File: src/rtl/c7bbiu_ird_if.sv
// Icache fetch request/response and AXI read-channel bundle for c7bbiu_ird.
// The slave modport is the bridge's view; master is the icache/bus side.
interface c7bbiu_ird_if;
  localparam int unsigned ADDR_W = 29;
  localparam int unsigned DATA_W = 64;

  logic              icu_biu_req;
  logic [ADDR_W-1:0] icu_biu_addr;
  logic              icu_biu_single;
  logic              biu_icu_ack;
  logic              biu_icu_data_valid;
  logic              biu_icu_data_last;
  logic [DATA_W-1:0] biu_icu_data;
  logic              biu_icu_fault;

  logic              biu_arvalid;
  logic              biu_arready;
  logic [31:0]       biu_araddr;
  logic [7:0]        biu_arlen;
  logic [2:0]        biu_arsize;
  logic [1:0]        biu_arburst;
  logic              biu_rvalid;
  logic              biu_rready;
  logic [DATA_W-1:0] biu_rdata;
  logic [1:0]        biu_rresp;
  logic              biu_rlast;

  modport slave (
    input  icu_biu_req, icu_biu_addr, icu_biu_single,
           biu_arready, biu_rvalid, biu_rdata, biu_rresp, biu_rlast,
    output biu_icu_ack, biu_icu_data_valid, biu_icu_data_last, biu_icu_data, biu_icu_fault,
           biu_arvalid, biu_araddr, biu_arlen, biu_arsize, biu_arburst, biu_rready
  );

  modport master (
    output icu_biu_req, icu_biu_addr, icu_biu_single,
           biu_arready, biu_rvalid, biu_rdata, biu_rresp, biu_rlast,
    input  biu_icu_ack, biu_icu_data_valid, biu_icu_data_last, biu_icu_data, biu_icu_fault,
           biu_arvalid, biu_araddr, biu_arlen, biu_arsize, biu_arburst, biu_rready
  );
endinterface

File: src/rtl/c7bbiu_ird.sv
// Icache read bridge: turns a fetch request into one AXI read (4-beat line fill or single beat).
// C7BBIU_RSP_REG_EN: register the icache response outputs (adds one cycle of latency).
module c7bbiu_ird (
  input  logic        clk,
  input  logic        resetn,
  c7bbiu_ird_if.slave bus
);
  localparam int unsigned ADDR_W = 29;
  localparam int unsigned DATA_W = 64;
  localparam int unsigned CNT_W  = 2;

  typedef enum logic [1:0] {IDLE, ACK, AR, R} state_t;

  state_t              state;
  logic [ADDR_W-1:0]   addr_q;
  logic                single_q;
  logic [CNT_W-1:0]    beat_cnt;
  logic                flt_q;
  logic                ack_q;
  logic                arvalid_q;
  logic                rready_q;
  logic [31:0]         araddr_q;
  logic [7:0]          arlen_q;
  logic [2:0]          arsize_q;
  logic [1:0]          arburst_q;

  logic beat_c, last_c, beat_flt_c, fault_c;
  logic unused_rresp0;

  // A beat is any rvalid while in R; rready is unconditionally high there.
  assign beat_c        = (state == R) & bus.biu_rvalid;
  assign last_c        = beat_c & (beat_cnt == (single_q ? CNT_W'(0) : CNT_W'(3)));
  assign beat_flt_c    = bus.biu_rresp[1] | (bus.biu_rlast != last_c);
  assign fault_c       = last_c & (flt_q | beat_flt_c);
  assign unused_rresp0 = bus.biu_rresp[0];

  always_ff @(posedge clk or negedge resetn) begin
    if (!resetn) begin
      state     <= IDLE;
      addr_q    <= '0;
      single_q  <= 1'b0;
      beat_cnt  <= '0;
      flt_q     <= 1'b0;
      ack_q     <= 1'b0;
      arvalid_q <= 1'b0;
      rready_q  <= 1'b0;
      araddr_q  <= '0;
      arlen_q   <= '0;
      arsize_q  <= '0;
      arburst_q <= '0;
    end else begin
      ack_q <= 1'b0;
      case (state)
        IDLE: begin
          flt_q <= 1'b0;
          if (bus.icu_biu_req) begin
            addr_q   <= bus.icu_biu_addr;
            single_q <= bus.icu_biu_single;
            ack_q    <= 1'b1;
            state    <= ACK;
          end
        end
        ACK: begin
          arvalid_q <= 1'b1;
          araddr_q  <= single_q ? {addr_q, 3'b000} : {addr_q[ADDR_W-1:2], 5'b00000};
          arlen_q   <= single_q ? 8'd0 : 8'd3;
          arsize_q  <= 3'b011;
          arburst_q <= 2'b01;
          beat_cnt  <= '0;
          state     <= AR;
        end
        AR: begin
          if (bus.biu_arready) begin
            arvalid_q <= 1'b0;
            rready_q  <= 1'b1;
            state     <= R;
          end
        end
        R: begin
          if (beat_c) begin
            beat_cnt <= beat_cnt + CNT_W'(1);
            if (beat_flt_c) flt_q <= 1'b1;
            if (last_c) begin
              rready_q <= 1'b0;
              state    <= IDLE;
            end
          end
        end
        default: state <= IDLE;
      endcase
    end
  end

  assign bus.biu_icu_ack = ack_q;
  assign bus.biu_arvalid = arvalid_q;
  assign bus.biu_araddr  = araddr_q;
  assign bus.biu_arlen   = arlen_q;
  assign bus.biu_arsize  = arsize_q;
  assign bus.biu_arburst = arburst_q;
  assign bus.biu_rready  = rready_q;

`ifdef C7BBIU_RSP_REG_EN
  logic              valid_q, last_q, fault_q;
  logic [DATA_W-1:0] data_q;

  // Response stage: all four fields move together so they stay aligned.
  always_ff @(posedge clk or negedge resetn) begin
    if (!resetn) begin
      valid_q <= 1'b0;
      last_q  <= 1'b0;
      fault_q <= 1'b0;
      data_q  <= '0;
    end else begin
      valid_q <= beat_c;
      last_q  <= last_c;
      fault_q <= fault_c;
      data_q  <= beat_c ? bus.biu_rdata : '0;
    end
  end

  assign bus.biu_icu_data_valid = valid_q;
  assign bus.biu_icu_data_last  = last_q;
  assign bus.biu_icu_fault      = fault_q;
  assign bus.biu_icu_data       = data_q;
`else
  assign bus.biu_icu_data_valid = beat_c;
  assign bus.biu_icu_data_last  = last_c;
  assign bus.biu_icu_fault      = fault_c;
  assign bus.biu_icu_data       = beat_c ? bus.biu_rdata : '0;
`endif
endmodule

File: src/flat_wrapper.sv
// flat-port wrapper written by rule: the top's interface ports become plain ports
module c7bbiu_ird_flat 
  (clk, resetn, bus_icu_biu_req, bus_icu_biu_addr, bus_icu_biu_single, bus_biu_arready, bus_biu_rvalid, bus_biu_rdata, bus_biu_rresp, bus_biu_rlast, bus_biu_icu_ack, bus_biu_icu_data_valid, bus_biu_icu_data_last, bus_biu_icu_data, bus_biu_icu_fault, bus_biu_arvalid, bus_biu_araddr, bus_biu_arlen, bus_biu_arsize, bus_biu_arburst, bus_biu_rready);
  c7bbiu_ird_if bus_i ();
  input  logic clk;
  input  logic resetn;
  input wire logic [$bits(bus_i.icu_biu_req)-1:0] bus_icu_biu_req;
  input wire logic [$bits(bus_i.icu_biu_addr)-1:0] bus_icu_biu_addr;
  input wire logic [$bits(bus_i.icu_biu_single)-1:0] bus_icu_biu_single;
  input wire logic [$bits(bus_i.biu_arready)-1:0] bus_biu_arready;
  input wire logic [$bits(bus_i.biu_rvalid)-1:0] bus_biu_rvalid;
  input wire logic [$bits(bus_i.biu_rdata)-1:0] bus_biu_rdata;
  input wire logic [$bits(bus_i.biu_rresp)-1:0] bus_biu_rresp;
  input wire logic [$bits(bus_i.biu_rlast)-1:0] bus_biu_rlast;
  output wire logic [$bits(bus_i.biu_icu_ack)-1:0] bus_biu_icu_ack;
  output wire logic [$bits(bus_i.biu_icu_data_valid)-1:0] bus_biu_icu_data_valid;
  output wire logic [$bits(bus_i.biu_icu_data_last)-1:0] bus_biu_icu_data_last;
  output wire logic [$bits(bus_i.biu_icu_data)-1:0] bus_biu_icu_data;
  output wire logic [$bits(bus_i.biu_icu_fault)-1:0] bus_biu_icu_fault;
  output wire logic [$bits(bus_i.biu_arvalid)-1:0] bus_biu_arvalid;
  output wire logic [$bits(bus_i.biu_araddr)-1:0] bus_biu_araddr;
  output wire logic [$bits(bus_i.biu_arlen)-1:0] bus_biu_arlen;
  output wire logic [$bits(bus_i.biu_arsize)-1:0] bus_biu_arsize;
  output wire logic [$bits(bus_i.biu_arburst)-1:0] bus_biu_arburst;
  output wire logic [$bits(bus_i.biu_rready)-1:0] bus_biu_rready;
  assign bus_i.icu_biu_req = bus_icu_biu_req;
  assign bus_i.icu_biu_addr = bus_icu_biu_addr;
  assign bus_i.icu_biu_single = bus_icu_biu_single;
  assign bus_i.biu_arready = bus_biu_arready;
  assign bus_i.biu_rvalid = bus_biu_rvalid;
  assign bus_i.biu_rdata = bus_biu_rdata;
  assign bus_i.biu_rresp = bus_biu_rresp;
  assign bus_i.biu_rlast = bus_biu_rlast;
  assign bus_biu_icu_ack = bus_i.biu_icu_ack;
  assign bus_biu_icu_data_valid = bus_i.biu_icu_data_valid;
  assign bus_biu_icu_data_last = bus_i.biu_icu_data_last;
  assign bus_biu_icu_data = bus_i.biu_icu_data;
  assign bus_biu_icu_fault = bus_i.biu_icu_fault;
  assign bus_biu_arvalid = bus_i.biu_arvalid;
  assign bus_biu_araddr = bus_i.biu_araddr;
  assign bus_biu_arlen = bus_i.biu_arlen;
  assign bus_biu_arsize = bus_i.biu_arsize;
  assign bus_biu_arburst = bus_i.biu_arburst;
  assign bus_biu_rready = bus_i.biu_rready;
  c7bbiu_ird u_core (.clk(clk), .resetn(resetn), .bus(bus_i));
endmodule
File: config.mk
export PLATFORM = sky130hd
export DESIGN_NAME = c7bbiu_ird_flat
export DESIGN_NICKNAME = d
export VERILOG_FILES = /design/src/rtl/c7bbiu_ird_if.sv /design/src/rtl/c7bbiu_ird.sv /design/src/flat_wrapper.sv
export SDC_FILE = /design/constraint.sdc
export NUM_CORES = 1
export LEC_CHECK = 0
export ABC_AREA = 1
export CAP_MARGIN = 15
export CORE_MARGIN = 3
export CORE_UTILIZATION = 41
export CTS_BUF_LIST = sky130_fd_sc_hd__clkbuf_4
export DETAILED_ROUTE_END_ITERATION = 8
export GPL_ROUTABILITY_DRIVEN = 0
export GPL_TIMING_DRIVEN = 0
export PLACE_DENSITY = 0.89
export SLEW_MARGIN = 30
export SYNTH_ARGS = -nofsm -noshare
export SYNTH_HDL_FRONTEND = slang
export SYNTH_SLANG_ARGS = --single-unit
export TNS_END_PERCENT = 1
File: constraint.sdc
create_clock -name clk -period 2.3 [get_ports clk]
set_input_delay 0.46 -clock clk [delete_from_list [all_inputs] [get_ports clk]]
set_output_delay 0.46 -clock clk [all_outputs]
set_load 0.02 [all_outputs]
==> results.json <==
{
  "post-route-util_pct": 70.2,
  "cts_root_buf": "clkbuf_4",
  "yosysTopAreaCell": "dfrtp_1",
  "critical_path_buf_inv_count": 3,
  "synth_enable_flop_cells": 0,
  "fp.dieArea_sq_mm": 0.00935,
  "numCtsBuffers": 9,
  "p_per_area_mw_per_mm2": 1030,
  "antenna_found_initial": 0,
  "grt_use_total_pct": 23.4,
  "cts_buffer_depth": 2,
  "dp_slack_ps": -391,
  "ys_warn_count": 0,
  "period_share_pct": 99.1,
  "worstSetupPathType": "reg -> out",
  "fmax_ghz": 0.439,
  "maxSlewHeadroom_pct": 65.9,
  "seq_area_frac_synth_pct": 51.2,
  "crit_chain": "ha_4, nand2_4, buf_6, buf_4, nor2_1, clkdlybuf4s15_1",
  "cp-endpoint": "bus_biu_icu_data[6]",
  "num_io_pins": 217,
  "synth.most_common_cell": "nand2_1",
  "arrival_ps": 1820,
  "timing.rr.start": "u_core.state[1]",
  "wire_per_inst_um": 14.0,
  "rows": 32,
  "synth_cells": 467,
  "min_path_type": "in -> async",
  "firstDrtPassIters": 4,
  "cts_sinks": 69,
  "ys_top_cells_by_count": "182 x nand2_1, 81 x inv_1, 76 x nor2_1, 69 x dfrtp_1, 14 x buf_4",
  "io_buffer_count": 204,
  "async_flop_share_pct": 100,
  "route.vias.total": 3587,
  "via_per_inst": 4.47,
  "status": "completed",
  "cp.depth": 6,
  "synth_cell_type_count": 18,
  "setup_ws_ps": 20.4,
  "setup_violations": 0,
  "end_kind": "output port",
  "htreeDepth": 3,
  "synth_top_area_share_pct": 51.2,
  "crit_fanout": 10,
  "core_area_sq_mm": 0.00785,
  "ys_top_cells_by_area": "dfrtp_1 51%, nand2_1 20%, inv_1 9.0%",
  "final_nets": 802,
  "max_stage_delay_ps": 440,
  "fill_cells": 634,
  "syn_area_sq_mm": 0.00337,
  "syn_avg_cell_area_sq_um": 7.23,
  "drive_gt1_share_pct": 15.7,
  "critPathLaunchType": "flip-flop",
  "ys_dominant_reg_cell": "dfrtp_1",
  "finalHoldViolCount": 0,
  "rrSetupSlack_ps": 550,
  "drt-total-wl_um": 11200,
  "die_x_um": 96.7,
  "rsz0062_at_grt": "yes",
  "path_delay_family": "buffers and inverters",
  "tritoncts": "done",
  "ant_nets": 0,
  "crit_start": "u_core.state[0]",
  "num_antenna_cells": 0,
  "ir_drop_uv": 792,
  "tns_ps": 0,
  "die_height_um": 96.7,
  "drc": 0,
  "clkLatencyLatePin_ps": 410,
  "maxSlewViolCount": 0,
  "slowest_stage": "dfrtp_2",
  "area_growth_pct": 63.2,
  "hpwl_um": 8980,
  "first_global_vias": 3678,
  "fin_skew_ps": 19.2,
  "grt_max_degree": 51,
  "synth_seq_cells": 69,
  "critPathRequiredTime_ps": 1840,
  "fin_hold_ws_ps": 472,
  "drt-initial-drc-count": 98,
  "layout_min_cycle_time_ps": 2280,
  "clk_pin_slew_ps": 110,
  "r2r.worst_path.cells": 8,
  "start_util_pct": 43.0,
  "p_leak_nw": 3.18,
  "grt_pass1_wl_um": 17700,
  "total_power_mw": 5.68,
  "cap_viol_max_count": 0,
  "grt_remaining_overflow": 0,
  "tightest_slew_ps": 511,
  "rr_endpoint": "u_core.addr_q[0]"
}
## per-stage QoR
step / instance area, sq um / cells
floorplan: 3410 / 477
global placement: 5580 / 783
detailed placement: 5610 / 784
CTS: 5690 / 802
global route: 5510 / 802
finish: 5510 / 802
## final cells by class
type                            count  area [sq um]  share of cell area [%]
Timing Repair Buffer              207          1790                    32.4
Sequential cell                    69          1730                    31.4
Multi-Input combinational cell    294          1220                    22.1
Inverter                           81           304                    5.52
Buffer                             33           206                    3.75
Tap cell                          102           128                    2.32
Clock buffer                       10          75.1                    1.36
Clock inverter                      6          63.8                    1.16
## layout by cell type (no fill, tap or decap), types with 3 or more instances in the layout
| cell | n |
|---|---|
| a21oi_1 | 4 |
| buf_2 | 16 |
| buf_4 | 25 |
| clkbuf_1 | 10 |
| clkbuf_2 | 43 |
| clkbuf_4 | 11 |
| clkdlybuf4s50_1 | 136 |
| conb_1 | 11 |
| dfrtp_1 | 68 |
| dlygate4sd2_1 | 5 |
| ha_1 | 4 |
| inv_1 | 81 |
| nand2_1 | 182 |
| nor2_1 | 76 |
| o21ai_1 | 3 |
## logic make-up (layout without fill, tap and decap cells)
logic type      after synthesis  in the layout  synth area share, %
fa+ha+maj                     5              5                 1.85
simple gates                264            264                 29.7
compound gates               14             14                 2.60
flops                        69             69                 51.2
buf+inv                     114            337                 14.5
other cells                   1             11                0.111
## per-layer routing
| metal | vias to the layer above | track usage, % | wire [um] |
|---|---|---|---|
| li1 | 1763 | - | - |
| met2 | 158 | 44.5 | 5970 |
| met1 | 1641 | 23.8 | 4250 |
| met4 | 0 | 9.94 | 344 |
| met5 | - | 0 | 0 |
| met3 | 25 | 5.98 | 679 |
## timing repair
item                                    in CTS  in global routing
endpoints found under the setup margin      67                 60
buffers inserted                             1                  0
gates resized for setup                    106                124
hold endpoints to repair                    19                  0
pin swaps                                    1                  1
hold buffers                                 1                  0
## how the worst min path moves through the flow
stage / end / slack [ps] / cells past startpoint
4_1_cts: u_core.bus.biu_araddr[18] / 460 / 2
2_1_floorplan: u_core.addr_q[0] / 160 / 0
6_report: u_core.bus.biu_araddr[14] / 470 / 2
3_5_place_dp: u_core.bus.biu_araddr[14] / 360 / 1
5_1_grt: u_core.addr_q[13] / 460 / 2
3_3_place_gp: u_core.bus.biu_araddr[5] / 450 / 2
## state kept, by name, indices dropped and copies added, names as in the netlist
register / count
u_core.bus.biu_arsize: 1
u_core.bus.biu_araddr: 29
u_core.beat_cnt: 2
u_core.bus.biu_arvalid: 1
u_core.bus.biu_rready: 1
u_core.bus.biu_icu_ack: 1
u_core.state: 2
u_core.flt_q: 1
u_core.single_q: 1
u_core.bus.biu_arlen: 1
u_core.addr_q: 29
## power breakdown
part	switching [mW]	internal (mW)	total (mW)
registers	0.336	1.74	2.07
clock network	0.437	0.342	0.779
logic	1.66	1.17	2.83
total	2.43	3.25	5.68
(Power assumes the default switching activity.)
